## config.mk

```make
export PLATFORM = sky130hd
export DESIGN_NAME = reaction_timer_core_flat
export DESIGN_NICKNAME = d
export VERILOG_FILES = /design/src/rtl/reaction_timer_core_if.sv /design/src/rtl/reaction_timer_core.sv /design/src/flat_wrapper.sv
export SDC_FILE = /design/constraint.sdc
export NUM_CORES = 1
export LEC_CHECK = 0
export CORE_UTILIZATION = 45
export CTS_BUF_LIST = sky130_fd_sc_hd__clkbuf_16
export DETAILED_ROUTE_END_ITERATION = 12
export HOLD_SLACK_MARGIN = 0.08
export PLACE_DENSITY_LB_ADDON = 0.3
export SYNTH_ARGS = -nofsm -noshare
export SYNTH_HDL_FRONTEND = slang
export SYNTH_SLANG_ARGS = --single-unit
```

## constraint.sdc

```tcl
create_clock -name cin -period 2.4 [get_ports cin]
set_input_delay 0.48 -clock cin [delete_from_list [all_inputs] [get_ports cin]]
set_output_delay 0.48 -clock cin [all_outputs]
set_load 0.005 [all_outputs]
```

## src/rtl/reaction_timer_core_if.sv

```systemverilog
// Signal bundle between the reaction timer core and its game-side environment.
// The master side drives the timebase and buttons; the slave side is the core.
interface reaction_timer_core_if;
  logic        tick_in;
  logic        start_btn;
  logic        react_btn;
  logic        led_go;
  logic        busy;
  logic [13:0] result_ms;
  logic        result_valid;
  logic        false_start;
  logic        overflow;
  logic [13:0] best_ms;

  modport master (
    output tick_in, start_btn, react_btn,
    input  led_go, busy, result_ms, result_valid, false_start, overflow, best_ms
  );

  modport slave (
    input  tick_in, start_btn, react_btn,
    output led_go, busy, result_ms, result_valid, false_start, overflow, best_ms
  );
endinterface

```

## src/rtl/reaction_timer_core.sv

```systemverilog
// Reaction-test round controller: random wait, GO, ms count until react press.
// Optional best-score tracking is enabled by defining BEST_SCORE_EN.
module reaction_timer_core #(
  parameter int          MIN_DELAY_TICKS = 1000,
  parameter int          DELAY_BITS      = 12,
  parameter int          MAX_MS          = 9999,
  parameter logic [15:0] LFSR_SEED       = 16'hACE1
) (
  input  logic                  cin,
  input  logic                  rst,
  reaction_timer_core_if.slave  bus
);

  localparam int          DW    = $clog2(MIN_DELAY_TICKS + (1 << DELAY_BITS)) + 1;
  localparam logic [13:0] MAX_C = 14'(MAX_MS);

  typedef enum logic [1:0] {IDLE, WAIT, GO, SHOW} state_t;

  state_t        state, state_nx;
  logic          tick_q, start_q, react_q;
  logic          tick, start_p, react_p;
  logic [15:0]   lfsr;
  logic [DW-1:0] delay, delay_nx;
  logic [13:0]   count, count_nx, result, result_nx;
  logic          fs, fs_nx, ovf, ovf_nx, rv, rv_nx;

  // tick_in is a divider output: both edges mark one millisecond
  assign tick    = bus.tick_in ^ tick_q;
  assign start_p = bus.start_btn & ~start_q;
  assign react_p = bus.react_btn & ~react_q;

  always_ff @(posedge cin) begin
    if (rst) begin
      tick_q  <= bus.tick_in;
      start_q <= bus.start_btn;
      react_q <= bus.react_btn;
      lfsr    <= LFSR_SEED;
      state   <= IDLE;
      delay   <= '0;
      count   <= '0;
      result  <= '0;
      fs      <= 1'b0;
      ovf     <= 1'b0;
      rv      <= 1'b0;
    end else begin
      tick_q  <= bus.tick_in;
      start_q <= bus.start_btn;
      react_q <= bus.react_btn;
      lfsr    <= {lfsr[14:0], lfsr[15] ^ lfsr[13] ^ lfsr[12] ^ lfsr[10]};
      state   <= state_nx;
      delay   <= delay_nx;
      count   <= count_nx;
      result  <= result_nx;
      fs      <= fs_nx;
      ovf     <= ovf_nx;
      rv      <= rv_nx;
    end
  end

  always_comb begin
    state_nx  = state;
    delay_nx  = delay;
    count_nx  = count;
    result_nx = result;
    fs_nx     = fs;
    ovf_nx    = ovf;
    rv_nx     = 1'b0;
    case (state)
      IDLE: if (start_p) begin
        state_nx = WAIT;
        delay_nx = DW'(MIN_DELAY_TICKS) + DW'(lfsr[DELAY_BITS-1:0]);
        count_nx = '0;
        fs_nx    = 1'b0;
        ovf_nx   = 1'b0;
      end
      // a react press beats a simultaneous GO transition
      WAIT: if (react_p) begin
        state_nx = IDLE;
        fs_nx    = 1'b1;
      end else if (tick) begin
        if (delay == '0) begin
          state_nx = GO;
          count_nx = '0;
        end else begin
          delay_nx = delay - 1'b1;
        end
      end
      // a tick landing with the press still counts toward the result
      GO: if (react_p) begin
        state_nx  = SHOW;
        result_nx = (tick && count != MAX_C) ? count + 14'd1 : count;
      end else if (tick) begin
        if (count >= MAX_C - 14'd1) begin
          state_nx  = SHOW;
          count_nx  = MAX_C;
          result_nx = MAX_C;
          ovf_nx    = 1'b1;
        end else begin
          count_nx = count + 14'd1;
        end
      end
      SHOW: begin
        rv_nx    = 1'b1;
        state_nx = IDLE;
      end
      default: state_nx = IDLE;
    endcase
  end

  assign bus.led_go       = (state == GO);
  assign bus.busy         = (state == WAIT) || (state == GO);
  assign bus.result_ms    = result;
  assign bus.result_valid = rv;
  assign bus.false_start  = fs;
  assign bus.overflow     = ovf;

`ifdef BEST_SCORE_EN
  logic [13:0] best;

  always_ff @(posedge cin) begin
    if (rst)
      best <= MAX_C;
    else if (state == SHOW && !ovf && result < best)
      best <= result;
  end

  assign bus.best_ms = best;
`else
  assign bus.best_ms = MAX_C;
`endif

endmodule
```

## src/flat_wrapper.sv

```systemverilog
// flat-port wrapper written by rule: the top's interface ports become plain ports
module reaction_timer_core_flat 
#(
  parameter int          MIN_DELAY_TICKS = 1000,
  parameter int          DELAY_BITS      = 12,
  parameter int          MAX_MS          = 9999,
  parameter logic [15:0] LFSR_SEED       = 16'hACE1
)
  (cin, rst, bus_tick_in, bus_start_btn, bus_react_btn, bus_led_go, bus_busy, bus_result_ms, bus_result_valid, bus_false_start, bus_overflow, bus_best_ms);
  reaction_timer_core_if bus_i ();
  input  logic cin;
  input  logic rst;
  input wire logic [$bits(bus_i.tick_in)-1:0] bus_tick_in;
  input wire logic [$bits(bus_i.start_btn)-1:0] bus_start_btn;
  input wire logic [$bits(bus_i.react_btn)-1:0] bus_react_btn;
  output wire logic [$bits(bus_i.led_go)-1:0] bus_led_go;
  output wire logic [$bits(bus_i.busy)-1:0] bus_busy;
  output wire logic [$bits(bus_i.result_ms)-1:0] bus_result_ms;
  output wire logic [$bits(bus_i.result_valid)-1:0] bus_result_valid;
  output wire logic [$bits(bus_i.false_start)-1:0] bus_false_start;
  output wire logic [$bits(bus_i.overflow)-1:0] bus_overflow;
  output wire logic [$bits(bus_i.best_ms)-1:0] bus_best_ms;
  assign bus_i.tick_in = bus_tick_in;
  assign bus_i.start_btn = bus_start_btn;
  assign bus_i.react_btn = bus_react_btn;
  assign bus_led_go = bus_i.led_go;
  assign bus_busy = bus_i.busy;
  assign bus_result_ms = bus_i.result_ms;
  assign bus_result_valid = bus_i.result_valid;
  assign bus_false_start = bus_i.false_start;
  assign bus_overflow = bus_i.overflow;
  assign bus_best_ms = bus_i.best_ms;
  reaction_timer_core #(.MIN_DELAY_TICKS(MIN_DELAY_TICKS), .DELAY_BITS(DELAY_BITS), .MAX_MS(MAX_MS), .LFSR_SEED(LFSR_SEED)) u_core (.cin(cin), .rst(rst), .bus(bus_i));
endmodule
```

Yosys cells after proc, flatten, opt, wreduce, memory -nomap -nowiden

Cells that the tools add are included.

Bits of input ports: 5
Logic and storage cells: 88
Output and inout bits: 33
Bits in registers: 66

Mux-type cells: 33
Reduce and logical (&&, ||, !) cells: 15
$lt $le $gt $ge: 1
$add $sub $neg: 3
Bitwise gates (word level): 8
Equal/unequal tests: 17

Operators with widths:

| cell                                                                 | number |
|---|---|
| 14-bit two-way mux                                                   | 15 |
| 14-bit case mux with 3 select lines                                  | 1 |
| 14-bit case mux with 2 select lines                                  | 1 |
| 5-bit AND reduction                                                  | 3 |
| 14-bit by 1-bit adder with 14-bit output, second input constant      | 1 |
| 14-bit greater-or-equal comparator, second input constant            | 1 |
| 14-bit zero test                                                     | 1 |
| 2-bit two-way mux                                                    | 7 |
| 14-bit != test, second input constant                                | 1 |
| 14-bit by 1-bit subtractor with 14-bit output, second input constant | 1 |
| 10-bit by 12-bit adder with 13-bit output, first input constant      | 1 |
| 2-bit by 1-bit != test with 1-bit output, second input constant      | 6 |
| 3-bit by 1-bit != test with 1-bit output, second input constant      | 4 |
| 2-bit case mux with 4 select lines                                   | 1 |
| 2-bit nonzero test                                                   | 4 |
| 7-bit AND reduction                                                  | 1 |
| 1-bit two-way mux                                                    | 6 |
| 2-bit != test, second input constant                                 | 3 |
| 3-bit AND reduction                                                  | 2 |
| 2-bit == test, second input constant                                 | 2 |
| 1-bit case mux with 2 select lines                                   | 2 |
| 1-bit bitwise XOR                                                    | 4 |
| 3-bit nonzero test                                                   | 1 |
| 1-bit AND                                                            | 2 |
| other kinds (5)                                                      | 6 |

Depth between registers and ports, before layout

Gate-level depths: netlist of the first run.

Depth after elaboration: 5
Depth in mapped cells: 9
Gate-level depth less buffers: 7

Worst setup path after synthesis of the first run

Ideal clock, no wire load.

Path type: flip-flop to flip-flop
From: reg (tool-made name)
To: reg u_core.delay[8]
Path slack: 0.446 ns
Buffers on the path: 1
Required time: 2.326 ns
Setup time: 0.074 ns
Cell stages (with the launch flop): 9
Arrival: 1.880 ns
Period minus slack after synthesis: 1.954 ns
Cell sequence: dfxtp_1 -> inv_1 -> ha_1 -> clkbuf_1 -> inv_1 -> a2111oi_4 -> a21oi_2 -> or4_1 -> a31oi_1

RTL lines:

| what                   | line                      | text |
|---|---|---|
| end signal: assignment | reaction_timer_core.sv:51 | `delay <= delay_nx;` |
| end: declaration       | reaction_timer_core.sv:23 | `logic [DW-1:0] delay, delay_nx;` |

Final worst setup path of the first run

From: reg u_core.delay[0]
To: reg u_core.state[0]

Longest elaborated chain between the ends: 3

RTL lines:

| what                                               | line                      | text |
|---|---|---|
| 14-bit zero test                                   | reaction_timer_core.sv:81 | `if (delay == '0) begin` |
| 3-bit by 1-bit != test with 1-bit output (no line) | --                        |  |
| 5-bit AND reduction (no line)                      | --                        |  |
| end signal: assignment                             | reaction_timer_core.sv:50 | `state <= state_nx;` |
| end: declaration                                   | reaction_timer_core.sv:19 | `state_t state, state_nx;` |

No other way between the ends.
A chain may end at the register's enable or synchronous reset.

==> flow_metrics.py, run 1 <==
metrics = {
    "run_status": {
        "status": "completed",
    },
    "yosys": {
        "synth_top_family_by_area": "simple AND/OR/NAND/NOR gates",
        "synth_compound_area_share_pct": 20.7,
        "ys_types": 70,
        "synthSimpleGateAreaFrac_pct": 25.3,
        "postSynthCellCount": 422,
        "async_reset_ff_share_pct": 0,
        "yosys_register_bits": 66,
        "yosysSeqAreaShare_pct": 36.8,
        "synth.top_cell.area_share_pct": 36.8,
        "synthXorXnorAreaFrac_pct": 6.55,
        "yosys.area.top_type": "dfxtp_1",
        "syn-mean-instance-area_um2": 8.51,
        "synth_edf_count": 0,
        "synth.mux.area_fraction_pct": 0.313,
        "synthAdderAreaFrac_pct": 3.13,
        "yosys-top-cells-area": "dfxtp_1, nand2_1, xnor2_1",
        "syn-cell-area_um2": 3590,
        "yosysWarningCount": 0,
        "synth_ff_type": "dfxtp_1",
    },
    "sta": {
        "setup_viol": 0,
        "rsz0062_at_grt": "false",
        "fin_skew_ns": 0.00753,
        "min_period_over_period_pct": 90.1,
        "fmax_mhz": 463,
        "fin_crit_ns": 2.16,
        "finalHoldViolCount": 0,
        "relSlewSlack_pct": 64.4,
        "timing.setup.tns_ns": 0,
        "tightest_slew_ns": 0.530,
        "slew_viol_final": 0,
    },
    "worst_setup_path": {
        "endpoint_kind": "register",
        "required_ns": 2.62,
        "path_max_fanout": 4,
        "timing.rr.start": "u_core.delay[0]",
        "path_cells": "inv_1 -> ha_1 -> nor4b_1 -> nand4_2 -> o211ai_1 -> a31oi_1 -> a311oi_1",
        "path_class": "reg -> reg",
        "cp_slowest_stage_delay_ns": 0.42,
        "start_kind": "register",
        "cp_data_arrival_time_ns": 2.38,
        "crit_start": "u_core.delay[0]",
        "cpMaxStageDelayCell": "nor4b_1",
    },
    "clocking": {
        "tritoncts": "built",
        "htreeDepth": 3,
        "holdBufCountCts": 0,
        "clockBufferDepth": 2,
        "cts-buffers-inserted": 9,
        "ctsRootBufferMaster": "clkbuf_16",
        "cts.reportedPaths.clkPinSlew_ns": 0.06,
        "clock_latency_ns": 0.34,
        "cts_setup_buffers": 0,
        "cts_sinks": 66,
        "cts.repair.resized": 0,
    },
    "cells_and_area": {
        "mostFrequentLayoutCells": "dfxtp_1, nand2_1, nor2_1",
        "final_common_cell": "dfxtp_1",
        "fin_util_pct": 55.9,
        "antenna_cells": 0,
        "syn2layout_area_growth_pct": 20.3,
        "final_nets": 472,
        "drive_gt1_share_pct": 14.3,
    },
    "routing": {
        "vias_per_cell": 5.68,
        "wl_per_cell_um": 14.4,
        "drt_iter0_markers": 137,
        "drc": 0,
        "vias": 3211,
        "firstDrtPassIters": 4,
        "ant_nets": 0,
        "wirelength_mm": 8.14,
    },
    "power": {
        "seqPwrFrac_pct": 34.7,
        "irDropWorstVdd_uv": 549,
        "internal-power_mw": 2.45,
        "total_leakage_power_nw": 1.57,
        "finalPower_mw": 3.53,
        "power.density_nw_per_um2": 818,
        "clkPwrFrac_pct": 40.6,
        "p_comb_share_pct": 24.7,
        "swShare_pct": 30.6,
        "p_sw_mw": 1.08,
    },
    "floorplanning": {
        "die_w_um": 91.3,
        "num_rows": 32,
        "io-pin-count": 38,
        "core_area_um2": 7730,
        "die_area_um2": 8340,
        "initial_core_util_pct": 46.5,
        "floorplan.die.height_um": 91.3,
    },
    "global_routing": {
        "grt_max_degree": 24,
        "first_global_vias": 3010,
        "gr-total-overflow": 0,
        "grt_pass1_wl_mm": 13.9,
        "antenna_found_initial": 0,
        "grt_util_all_layers_pct": 20.9,
    },
    "worst_hold_path": {
        "min_from": "u_core.lfsr[14]",
        "hold_path.class": "reg -> reg",
    },
    "placed_design": {
        "io_buffers": 23,
        "place_congestion": 0.854,
        "dp_hpwl_mm": 5.89,
    },
    "job": {
        "maxCapViolCount": 0,
    },
}
[cell families after synthesis]
group                      Yosys count
other                                2
xor gates and xnor gates            26
DFF                                 66
buffers and inverters               50
adders and majority gates            9
and+or+nand+nor                    166
muxes                                1
AOI/OAI and AO/OA                  102
[layout make-up]
type	count	area, um2
tap	102	128
clock buffer	9	225
multi-input combinational	318	2060
inverter	14	52.6
fill	691	3400
sequential	66	1320
timing repair buffer	49	433
clock inverter	7	103
[synth_stat cells, types with 2 or more instances]
library cell  instances
dfxtp_1              66
a21oi_2               2
a32oi_1               3
o211ai_1              4
or2_2                 8
and2_1                2
a221oi_1              4
o21ai_0              14
and2_0                2
o211a_1               2
and4_1                3
o21ai_1               6
nor2_1               30
o32ai_1               3
nor3_1               15
xnor2_1              14
nand3_1              12
ha_1                  9
and3_1                4
nand4_1               9
nor4_1                6
a31oi_1               9
nand4b_1              2
conb_1                2
nor2b_1              16
a22oi_1               4
inv_1                14
xor2_1               11
a211oi_1             14
buf_2                 5
buf_4                14
a22o_1                6
a21oi_1              16
nand2_1              34
nand2b_1              8
nor3b_1               2
clkbuf_1             14
[critical path: cells and delay by family, from the launching register on]
kind	cells	cell delay, ns
AOI/OAI and AO/OA	3	0.80
adders and majority gates	1	0.17
buffers and inverters	1	0.13
DFF	1	0.32
and+or+nand+nor	2	0.63
[power groups by stage]
stage | registers, mW | logic (mW) | clock network (mW)
floorplan | 1.23 | 0.588 | 0
global placement | 1.25 | 0.849 | 0
detailed placement | 1.25 | 0.866 | 0
CTS | 1.23 | 0.872 | 1.47
global route | 1.24 | 0.962 | 1.50
finish | 1.23 | 0.873 | 1.43
[flip-flops by register name, indices dropped and copies added, names as in the netlist, named ones only]
signal	count
u_core.bus.overflow	1
u_core.start_q	1
u_core.bus.result_ms	14
u_core.bus.result_valid	1
u_core.tick_q	1
u_core.react_q	1
u_core.state	1
u_core.count	14
u_core.delay	14
u_core.bus.false_start	1
u_core.lfsr	16
[path summary, 6_finish.rpt]
kind	slack [ns]	to	cells after the start
worst min-delay path	0.42	u_core.lfsr[15]	1
worst min register to register	0.42	u_core.lfsr[15]	1
worst max register to register	0.24	u_core.state[0]	7
worst max-delay path	0.24	u_core.state[0]	7
[routing by layer]
layer	routed length (um)	part of all wire, %	track usage (%)
met1	3550	44	23.8
met2	3960	49	36.6
met3	461	5.7	4.61
met4	167	2.1	10.4
met5	0	0	0
[stage by stage]
stage | std cells | hold WS (ns) | instance area (um2) | setup WS (ns)
CTS | 565 | 0.422 | 4320 | 0.257
global route | 565 | 0.455 | 4320 | 0.0869
floorplan | 434 | 0.389 | 3640 | 0.446
finish | 565 | 0.421 | 4320 | 0.238
detailed placement | 549 | 0.398 | 4000 | -0.0376
global placement | 549 | 0.394 | 4000 | 0.0504
Power figures use the tool's default switching activity.
==> run 2: changes to the inputs <==
- CAP_MARGIN: not set -> 10
- GPL_ROUTABILITY_DRIVEN: not set -> 0
==> results of run 2 <==
The final DEF is identical to that of run 1; final timing and power are the same.
